--- src/rtl/cla_pkg.sv ---
// Shared widths and sequencer state encoding for the nibble-serial CLA add/subtract block.
package cla_pkg;
  localparam int WIDTH   = 16;
  localparam int NIB     = 4;
  localparam int NIBBLES = WIDTH / NIB;

  typedef enum logic [2:0] {
    A_LO, A_HI, B_LO, B_HI, CALC, RES_LO, RES_HI
  } state_t;
endpackage

--- src/rtl/cla4.sv ---
// Combinational 4-bit carry-lookahead adder slice, reused once per nibble by the sequencer.
module cla4
  import cla_pkg::*;
(
  input  logic [NIB-1:0] a,
  input  logic [NIB-1:0] b,
  input  logic           cin,
  output logic [NIB-1:0] sum,
  output logic           cout
);
  logic [NIB-1:0] w_g;
  logic [NIB-1:0] w_p;
  logic [NIB:0]   w_c;

  assign w_g = a & b;
  assign w_p = a ^ b;

  assign w_c[0] = cin;
  assign w_c[1] = w_g[0] | (w_p[0] & cin);
  assign w_c[2] = w_g[1] | (w_p[1] & w_g[0]) | (w_p[1] & w_p[0] & cin);
  assign w_c[3] = w_g[2] | (w_p[2] & w_g[1]) | (w_p[2] & w_p[1] & w_g[0])
                | (w_p[2] & w_p[1] & w_p[0] & cin);
  assign w_c[4] = w_g[3] | (w_p[3] & w_g[2]) | (w_p[3] & w_p[2] & w_g[1])
                | (w_p[3] & w_p[2] & w_p[1] & w_g[0])
                | (w_p[3] & w_p[2] & w_p[1] & w_p[0] & cin);

  assign sum  = w_p ^ w_c[NIB-1:0];
  assign cout = w_c[NIB];
endmodule

--- src/rtl/tt_um_cla_seq.sv ---
// 16-bit add/subtract sequencer: byte-wise operand load, one CLA nibble per cycle, byte-wise readout.
//
// state  | meaning
// A_LO   | waiting for A[7:0]
// A_HI   | waiting for A[15:8]
// B_LO   | waiting for B[7:0]
// B_HI   | waiting for B[15:8]; capture latches sub/cin
// CALC   | one nibble per cycle through cla4, idx 0..3
// RES_LO | presenting R[7:0], waiting for out_ack
// RES_HI | presenting R[15:8], waiting for out_ack
module tt_um_cla_seq
  import cla_pkg::*;
(
  input  logic       clk,
  input  logic       rst_n,
  input  logic       ena,
  input  logic [7:0] ui_in,
  input  logic [7:0] uio_in,
  output logic [7:0] uo_out,
  output logic [7:0] uio_out,
  output logic [7:0] uio_oe
);
  logic w_in_valid, w_out_ack, w_sub, w_cin, w_clr, w_unused;
  assign w_in_valid = uio_in[0];
  assign w_out_ack  = uio_in[1];
  assign w_sub      = uio_in[2];
  assign w_cin      = uio_in[3];
  assign w_clr      = uio_in[4];
  assign w_unused   = &{1'b0, uio_in[7:5]};

  state_t           r_state, w_state_nxt;
  logic [WIDTH-1:0] r_a, r_b, r_r;
  logic [1:0]       r_idx;
  logic             r_carry, r_sub, r_cin, r_cout, r_ovf;

  logic [NIB-1:0] w_slice_a, w_slice_b, w_sum;
  logic           w_slice_cin, w_slice_cout, w_last, w_beff_msb;

  assign w_slice_a   = r_a[NIB*r_idx +: NIB];
  assign w_slice_b   = r_b[NIB*r_idx +: NIB] ^ {NIB{r_sub}};
  assign w_slice_cin = (r_idx == 2'd0) ? (r_cin ^ r_sub) : r_carry;
  assign w_last      = (r_idx == 2'(NIBBLES - 1));
  assign w_beff_msb  = r_b[WIDTH-1] ^ r_sub;

  cla4 u_cla4 (
    .a    (w_slice_a),
    .b    (w_slice_b),
    .cin  (w_slice_cin),
    .sum  (w_sum),
    .cout (w_slice_cout)
  );

  always_comb begin
    w_state_nxt = r_state;
    if (w_clr) begin
      w_state_nxt = A_LO;
    end else begin
      case (r_state)
        A_LO:    if (w_in_valid) w_state_nxt = A_HI;
        A_HI:    if (w_in_valid) w_state_nxt = B_LO;
        B_LO:    if (w_in_valid) w_state_nxt = B_HI;
        B_HI:    if (w_in_valid) w_state_nxt = CALC;
        CALC:    if (w_last)     w_state_nxt = RES_LO;
        RES_LO:  if (w_out_ack)  w_state_nxt = RES_HI;
        RES_HI:  if (w_out_ack)  w_state_nxt = A_LO;
        default:                 w_state_nxt = A_LO;
      endcase
    end
  end

  always_ff @(posedge clk or negedge rst_n) begin
    if (!rst_n)   r_state <= A_LO;
    else if (ena) r_state <= w_state_nxt;
  end

  always_ff @(posedge clk or negedge rst_n) begin
    if (!rst_n) begin
      r_a <= '0; r_b <= '0; r_r <= '0; r_idx <= '0;
      r_carry <= 1'b0; r_sub <= 1'b0; r_cin <= 1'b0; r_cout <= 1'b0; r_ovf <= 1'b0;
    end else if (ena) begin
      if (w_clr) begin
        r_a <= '0; r_b <= '0; r_r <= '0; r_idx <= '0;
        r_carry <= 1'b0; r_sub <= 1'b0; r_cin <= 1'b0; r_cout <= 1'b0; r_ovf <= 1'b0;
      end else begin
        case (r_state)
          A_LO: if (w_in_valid) r_a[7:0]  <= ui_in;
          A_HI: if (w_in_valid) r_a[15:8] <= ui_in;
          B_LO: if (w_in_valid) r_b[7:0]  <= ui_in;
          B_HI: if (w_in_valid) begin
            r_b[15:8] <= ui_in;
            r_sub     <= w_sub;
            r_cin     <= w_cin;
            r_idx     <= '0;
          end
          CALC: begin
            r_r[NIB*r_idx +: NIB] <= w_sum;
            r_carry <= w_slice_cout;
            r_idx   <= r_idx + 2'd1;
            if (w_last) begin
              // w_sum[NIB-1] is R[15] on the final nibble.
              r_cout <= w_slice_cout;
              r_ovf  <= (r_a[WIDTH-1] == w_beff_msb) && (w_sum[NIB-1] != r_a[WIDTH-1]);
            end
          end
          default: ;
        endcase
      end
    end
  end

  always_comb begin
    uo_out = 8'h00;
    case (r_state)
      RES_LO:  uo_out = r_r[7:0];
      RES_HI:  uo_out = r_r[15:8];
      default: uo_out = 8'h00;
    endcase
  end

  assign uio_out = {(r_state == CALC), (r_state == RES_LO) || (r_state == RES_HI),
                    r_cout, r_ovf, 4'b0000};
  assign uio_oe  = 8'hF0;
endmodule

--- config.mk ---
export PLATFORM = sky130hd
export DESIGN_NAME = tt_um_cla_seq
export DESIGN_NICKNAME = d
export VERILOG_FILES = /design/src/rtl/cla_pkg.sv /design/src/rtl/cla4.sv /design/src/rtl/tt_um_cla_seq.sv
export SDC_FILE = /design/constraint.sdc
export NUM_CORES = 1
export LEC_CHECK = 0
export BUFFER_PORTS_ARGS = -buffer_cell sky130_fd_sc_hd__buf_2
export CAP_MARGIN = 20
export CORE_MARGIN = 3
export CORE_UTILIZATION = 58
export DETAILED_ROUTE_END_ITERATION = 8
export HOLD_SLACK_MARGIN = 0.08
export PLACE_DENSITY = 0.84
export SLEW_MARGIN = 25
export SYNTH_ARGS = -nofsm -noshare
export SYNTH_HDL_FRONTEND = slang
export SYNTH_SLANG_ARGS = --single-unit
--- constraint.sdc ---
create_clock -name clk -period 3.1 [get_ports clk]
set_input_delay 0.31 -clock clk [delete_from_list [all_inputs] [get_ports clk]]
set_output_delay 0.31 -clock clk [all_outputs]
set_load 0.05 [all_outputs]
==> results.cfg, run 1 <==
[worst_setup_path]
crit_path_end_kind = flop
crit_slowest_cell = mux4_2
start_kind = flop
max_stage_delay_ns = 0.59
arrival_ns = 3.01
critPathRequiredTime_ns = 3.31
criticalPathCategory = flop to flop
crit_path_max_fanout = 13
crit_chain = buf_4, mux4_2, ha_1, o21ai_0, a211o_1, a211oi_2, o211ai_1

[layout]
layout_commonest_cell = nand2_1
layout_common_cells = nand2_1 (67), dfrtp_1 (58), o21ai_0 (36)
layout-drive-gt1-share_pct = 18.7
n_antenna_cell = 0
nets = 388
fill_cells = 418
area_delta_synth_final_pct = 10.3

[timing]
final.setup.tns_ns = 0
period_share_pct = 90.5
period_minus_slack_ns = 2.80
slew_headroom_pct = 34.9
maxSlewViolCount = 0
setup_viol = 0
worst_pin_slew_ns = 0.970
timing.final.ws_setup_ns = 0.295
skew_ns = 0.00761
hold_viol = 0
grt_setup_unrepaired = false
max_freq_mhz = 357

[routing]
vias = 2553
drt_iter0_drc = 204
wl_per_cell_um = 16.1
drt_wl_total_um = 6990
drtAntennaViolNets = 0
dr.pass1.iters = 5
drc_errors = 0
viasPerCell = 5.90

[yosys]
ys_warn_count = 0
synth_seq_cells = 58
ys_seq_area_share_pct = 44.9
avgSynthCellArea_sq_um = 9.60
yosysUniqueCellTypes = 53
syn_area_sq_um = 3230
synth_cells = 337

[hold_path]
hold_class = primary input to flop

[place]
hpwl_um = 4990
port_buffers = 27
gp_congestion = 0.872
detailedPlace.worstSlack_ns = 0.316

[floorplanning]
die_h_um = 80.7
start_util_pct = 61.8
io_pins = 43
rows = 26
die_w_um = 80.7
dieArea_sq_um = 6510
core_area_sq_um = 5240

[global_routing]
antenna_found_initial = 0
grt_usage_pct = 24.2
grt_max_degree = 41
grt-ovfl-total = 0
grt_pass1_wl_um = 11800
first_global_vias = 2426

[clock_tree]
cts_tree = yes
clk_pin_slew_ns = 0.07
htree_levels = 3
cts_made_buffers = 9
root_buffer = clkbuf_8
clock_sinks = 58
worstSkewPairLatency_ns = 0.34
clock_path_buffers = 2
cts_setup_buffers = 0

[status]
status = complete, no violations

[job]
max_cap_viol_count = 0

[pwr]
leakagePower_nw = 1.64
p_per_area_nw_per_um2 = 657
peakVddDrop_uv = 469
==> kinds of logic (layout without fill, tap and decap cells) <==
family / after synthesis / count (layout) / synth area share (%)
mux: 8 / 8 / 5.57
xor+xnor: 8 / 8 / 2.17
simple gates: 114 / 114 / 16.6
compound gates: 93 / 93 / 18.9
buf+inv: 43 / 59 / 7.16
other cells: 2 / 12 / 0.232
fa+ha+maj: 11 / 11 / 4.49
flops: 58 / 58 / 44.9
==> Yosys cell counts, drive strengths merged <==
library cell | count | area [sq um]
nand2 | 67 | 251
dfrtp | 58 | 1450
o21ai | 46 | 234
buf | 21 | 149
nor2 | 17 | 63.8
clkbuf | 12 | 45.0
ha | 10 | 125
inv | 10 | 37.5
o31ai | 9 | 72.6
a22oi | 8 | 60.1
mux4 | 8 | 180
o211ai | 7 | 52.6
nand3 | 6 | 30.0
a21oi | 4 | 20.0
a22o | 4 | 35.0
or2 | 4 | 25.0
xnor2 | 4 | 35.0
xor2 | 4 | 35.0
or4 | 3 | 26.3
a211oi | 2 | 20.0
and4bb | 2 | 25.0
conb | 2 | 7.51
nand4 | 2 | 12.5
nor2b | 2 | 12.5
nor4 | 2 | 12.5
o2111ai | 2 | 17.5
o22ai | 2 | 12.5
o41ai | 2 | 17.5
a2111o | 1 | 11.3
a2111oi | 1 | 15.0
a211o | 1 | 8.76
a21o | 1 | 7.51
a221oi | 1 | 8.76
and2b | 1 | 7.51
and3 | 1 | 6.26
and4b | 1 | 10.0
fa | 1 | 20.0
nand2b | 1 | 6.26
nor3 | 1 | 5.00
nor3b | 1 | 18.8
nor4b | 1 | 8.76
nor4bb | 1 | 10.0
o211a | 1 | 10.0
o21a | 1 | 7.51
or3 | 1 | 6.26
==> what timing repair did <==
action,CTS,global route
endpoints found under the hold margin,18,0
gates resized for setup,0,0
hold buffers,1,0
==> critical path: cells and delay by family, from the launching register on <==
family,cells,cell delay (ns)
multiplexers,1,0.59
adder cells (fa/ha/maj),1,0.35
AO/OA/AOI/OAI,4,0.88
buffers and inverters,1,0.29
flip-flops,1,0.57
==> metal layers <==
metal / track usage (%) / vias to the layer above / part of all wire [%]
met1: 33.1 / 1237 / 44
met3: 4.60 / 12 / 6.5
met4: 9.97 / 0 / 1.6
li1: - / 1218 / -
met5: 0 / - / 0
met2: 38.0 / 86 / 48
==> path summary, 6_finish.rpt <==
| check | start | end | slack (ns) | depth (start not counted) |
|---|---|---|---|---|
| worst max-delay path | r_idx[0] | r_ovf | 0.30 | 7 |
| worst min-delay path | uio_in[2] | r_sub | 0.23 | 3 |
| worst max register to register | r_idx[0] | r_ovf | 0.30 | 7 |
| worst min register to register | r_b[10] | r_b[10] | 0.48 | 2 |
| max in group asynchronous | rst_n | r_a[15] | 1.79 | 3 |
| min in group asynchronous | rst_n | r_b[2] | 0.44 | 2 |
==> flip-flops by register name, summed over array words and instances (netlist names), 2 cells and up <==
| name | count |
|---|---|
| r_state | 3 |
| r_r | 16 |
| r_b | 16 |
| r_idx | 2 |
| r_a | 16 |
==> layout make-up <==
| cell class | instances | area, sq um | area share [%] |
|---|---|---|---|
| sequential | 58 | 1450 | 40.7 |
| multi-input combinational | 246 | 1590 | 44.7 |
| timing repair buffer | 33 | 183 | 5.12 |
| tap | 70 | 87.6 | 2.46 |
| inverter | 10 | 37.5 | 1.05 |
| clock buffer | 12 | 165 | 4.63 |
| clock inverter | 4 | 48.8 | 1.37 |
==> stage by stage <==
stage	utilization [%]	instances	power [mW]	cell area [sq um]	hold WS (ns)
global placement	63.7	416	1.58	3340	0.258
CTS	68.0	433	2.35	3560	0.217
finish	68.1	433	2.34	3570	0.226
global route	68.1	433	2.48	3570	0.231
floorplan	-	347	1.46	3270	0.0144
detailed placement	63.7	416	1.61	3340	0.276
==> report_power, final <==
part           switching, mW  internal, mW  leakage, nW  total [mW]
Sequential            0.0948         0.853        0.776       0.948
Clock                  0.302         0.435        0.112       0.737
Combinational          0.426         0.231        0.749       0.657
No activity file was read; power rests on OpenSTA's default activity.
==> run 2, diff against run 1 <==
--- a/config.mk
+++ b/config.mk
@@ -5,13 +5,13 @@
 export SDC_FILE = /design/constraint.sdc
 export NUM_CORES = 1
 export LEC_CHECK = 0
-export BUFFER_PORTS_ARGS = -buffer_cell sky130_fd_sc_hd__buf_2
 export CAP_MARGIN = 20
 export CORE_MARGIN = 3
-export CORE_UTILIZATION = 58
+export CORE_UTILIZATION = 68
 export DETAILED_ROUTE_END_ITERATION = 8
+export DONT_BUFFER_PORTS = 1
 export HOLD_SLACK_MARGIN = 0.08
-export PLACE_DENSITY = 0.84
+export PLACE_DENSITY = 0.88
 export SLEW_MARGIN = 25
 export SYNTH_ARGS = -nofsm -noshare
 export SYNTH_HDL_FRONTEND = slang
==> constraint.sdc (replaced) <==
create_clock -name clk -period 3.45 [get_ports clk]
set_input_delay 0.345 -clock clk [delete_from_list [all_inputs] [get_ports clk]]
set_output_delay 0.345 -clock clk [all_outputs]
set_load 0.05 [all_outputs]
==> results.cfg, run 2 (synthesized netlist as in run 1, its figures left out) <==
[pwr]
leakagePower_nw = 1.55
peakVddDrop_uv = 451
p_per_area_nw_per_um2 = 588

[clock_tree]
clock_path_buffers = 2
worstSkewPairLatency_ns = 0.33
cts_made_buffers = 9
cts_tree = yes
clock_sinks = 58
clk_pin_slew_ns = 0.06
root_buffer = clkbuf_8
cts_resized = 0
htree_levels = 3
cts_setup_buffers = 0

[global_routing]
grt_max_degree = 59
first_global_vias = 2340
grt_pass1_wl_um = 11300
antenna_found_initial = 0
grt-ovfl-total = 0
grt_usage_pct = 27.6

[place]
port_buffers = 0
hpwl_um = 5000
dp_cells = 377
detailedPlace.worstSlack_ns = 0.626
gp_congestion = 0.921

[routing]
drtAntennaViolNets = 0
drc_errors = 0
dr.pass1.iters = 5
wl_per_cell_um = 17.7
vias = 2516
viasPerCell = 6.40
drt_wl_total_um = 6950
drt_iter0_drc = 146

[layout]
n_antenna_cell = 0
layout_commonest_cell = nand2_1
layout-drive-gt1-share_pct = 14.1
utilization_pct = 77.5
reg.largest.list = r_a: 16 flops, r_b: 16 flops, r_r: 16 flops
layout_common_cells = nand2_1 (67), dfrtp_1 (58), o21ai_0 (36)
area_delta_synth_final_pct = 7.16
finalNonFillerCells = 393
fill_cells = 297
nets = 368

[timing]
skew_ns = 0.00728
hold_viol = 0
period_minus_slack_ns = 2.84
max_freq_mhz = 352
worst_pin_slew_ns = 1.07
timing.final.ws_setup_ns = 0.609
final.setup.tns_ns = 0
grt_setup_unrepaired = false
period_share_pct = 82.3
maxSlewViolCount = 0
setup_viol = 0
slew_headroom_pct = 28.4
hold_ws_ns = 0.115

[worst_setup_path]
arrival_ns = 3.11
critPathRequiredTime_ns = 3.72
start_kind = flop
crit_path_max_fanout = 13
crit_path_end_kind = flop
criticalPathCategory = flop to flop

[floorplanning]
rows = 24
die_w_um = 75.0
die_h_um = 75.0
start_util_pct = 72.3
core_area_sq_um = 4470
io_pins = 43
dieArea_sq_um = 5620

[hold_path]
hold_class = primary input to flop

[status]
status = complete, no violations

[job]
max_cap_viol_count = 0
run 2: cell types whose count changed in the layout (fill, tap and decap cells not counted), sizes merged:
cell    previous run  this run
buf               32        12
clkbuf            12        11
clkinv             3         2
run 2: cell type report:
type	instances	area [sq um]	share of cell area, %
inverter	10	37.5	1.08
clock inverter	3	40.0	1.16
timing repair buffer	13	120	3.47
multi-input combinational	246	1600	46.2
sequential	58	1450	41.9
clock buffer	11	151	4.37
tap	52	65.1	1.88
run 2: timing repair:
item                       4_1_cts  5_1_grt
setup endpoints to repair        0        0
hold buffers                     2        0
hold endpoints to repair        58        0
run 2: metal layers:
metal  global-route usage (%)  up-vias  part of all wire [%]
met5                        0        -                     0
met4                     16.0        0                   2.8
met3                     6.28       18                   6.7
met2                     41.4       94                    48
met1                     36.8     1232                    43
li1                         -     1172                     -
run 2: critical path, stage by stage, from the launching register on:
cell and delay [ns]:
dfrtp_1 0.57, buf_4 0.29, mux4_2 0.57, ha_1 0.34
o21ai_0 0.10, a211o_1 0.28, a211oi_2 0.40, a22o_1 0.23
run 2: through the flow:
stage               area (sq um)  total power [mW]
floorplan                   3270              1.31
global placement            3230              1.39
detailed placement          3230              1.41
CTS                         3450              2.04
global route                3470              2.15
finish                      3470              2.04
run 2: final timing paths:
check,from,cells after the start,to,slack [ns]
worst max-delay path,r_idx[0],7,r_r[7],0.61
worst min-delay path,uio_in[4],1,r_idx[0],0.11
worst max register to register,r_idx[0],7,r_r[7],0.61
worst min register to register,r_r[6],2,r_r[6],0.47
max in group asynchronous,rst_n,2,r_state[2],2.66
min in group asynchronous,rst_n,2,r_a[2],0.52
run 2: power breakdown:
group / switching [mW] / leakage, nW / internal, mW
Sequential: 0.105 / 0.776 / 0.767
Clock: 0.245 / 0.101 / 0.362
Combinational: 0.359 / 0.673 / 0.198
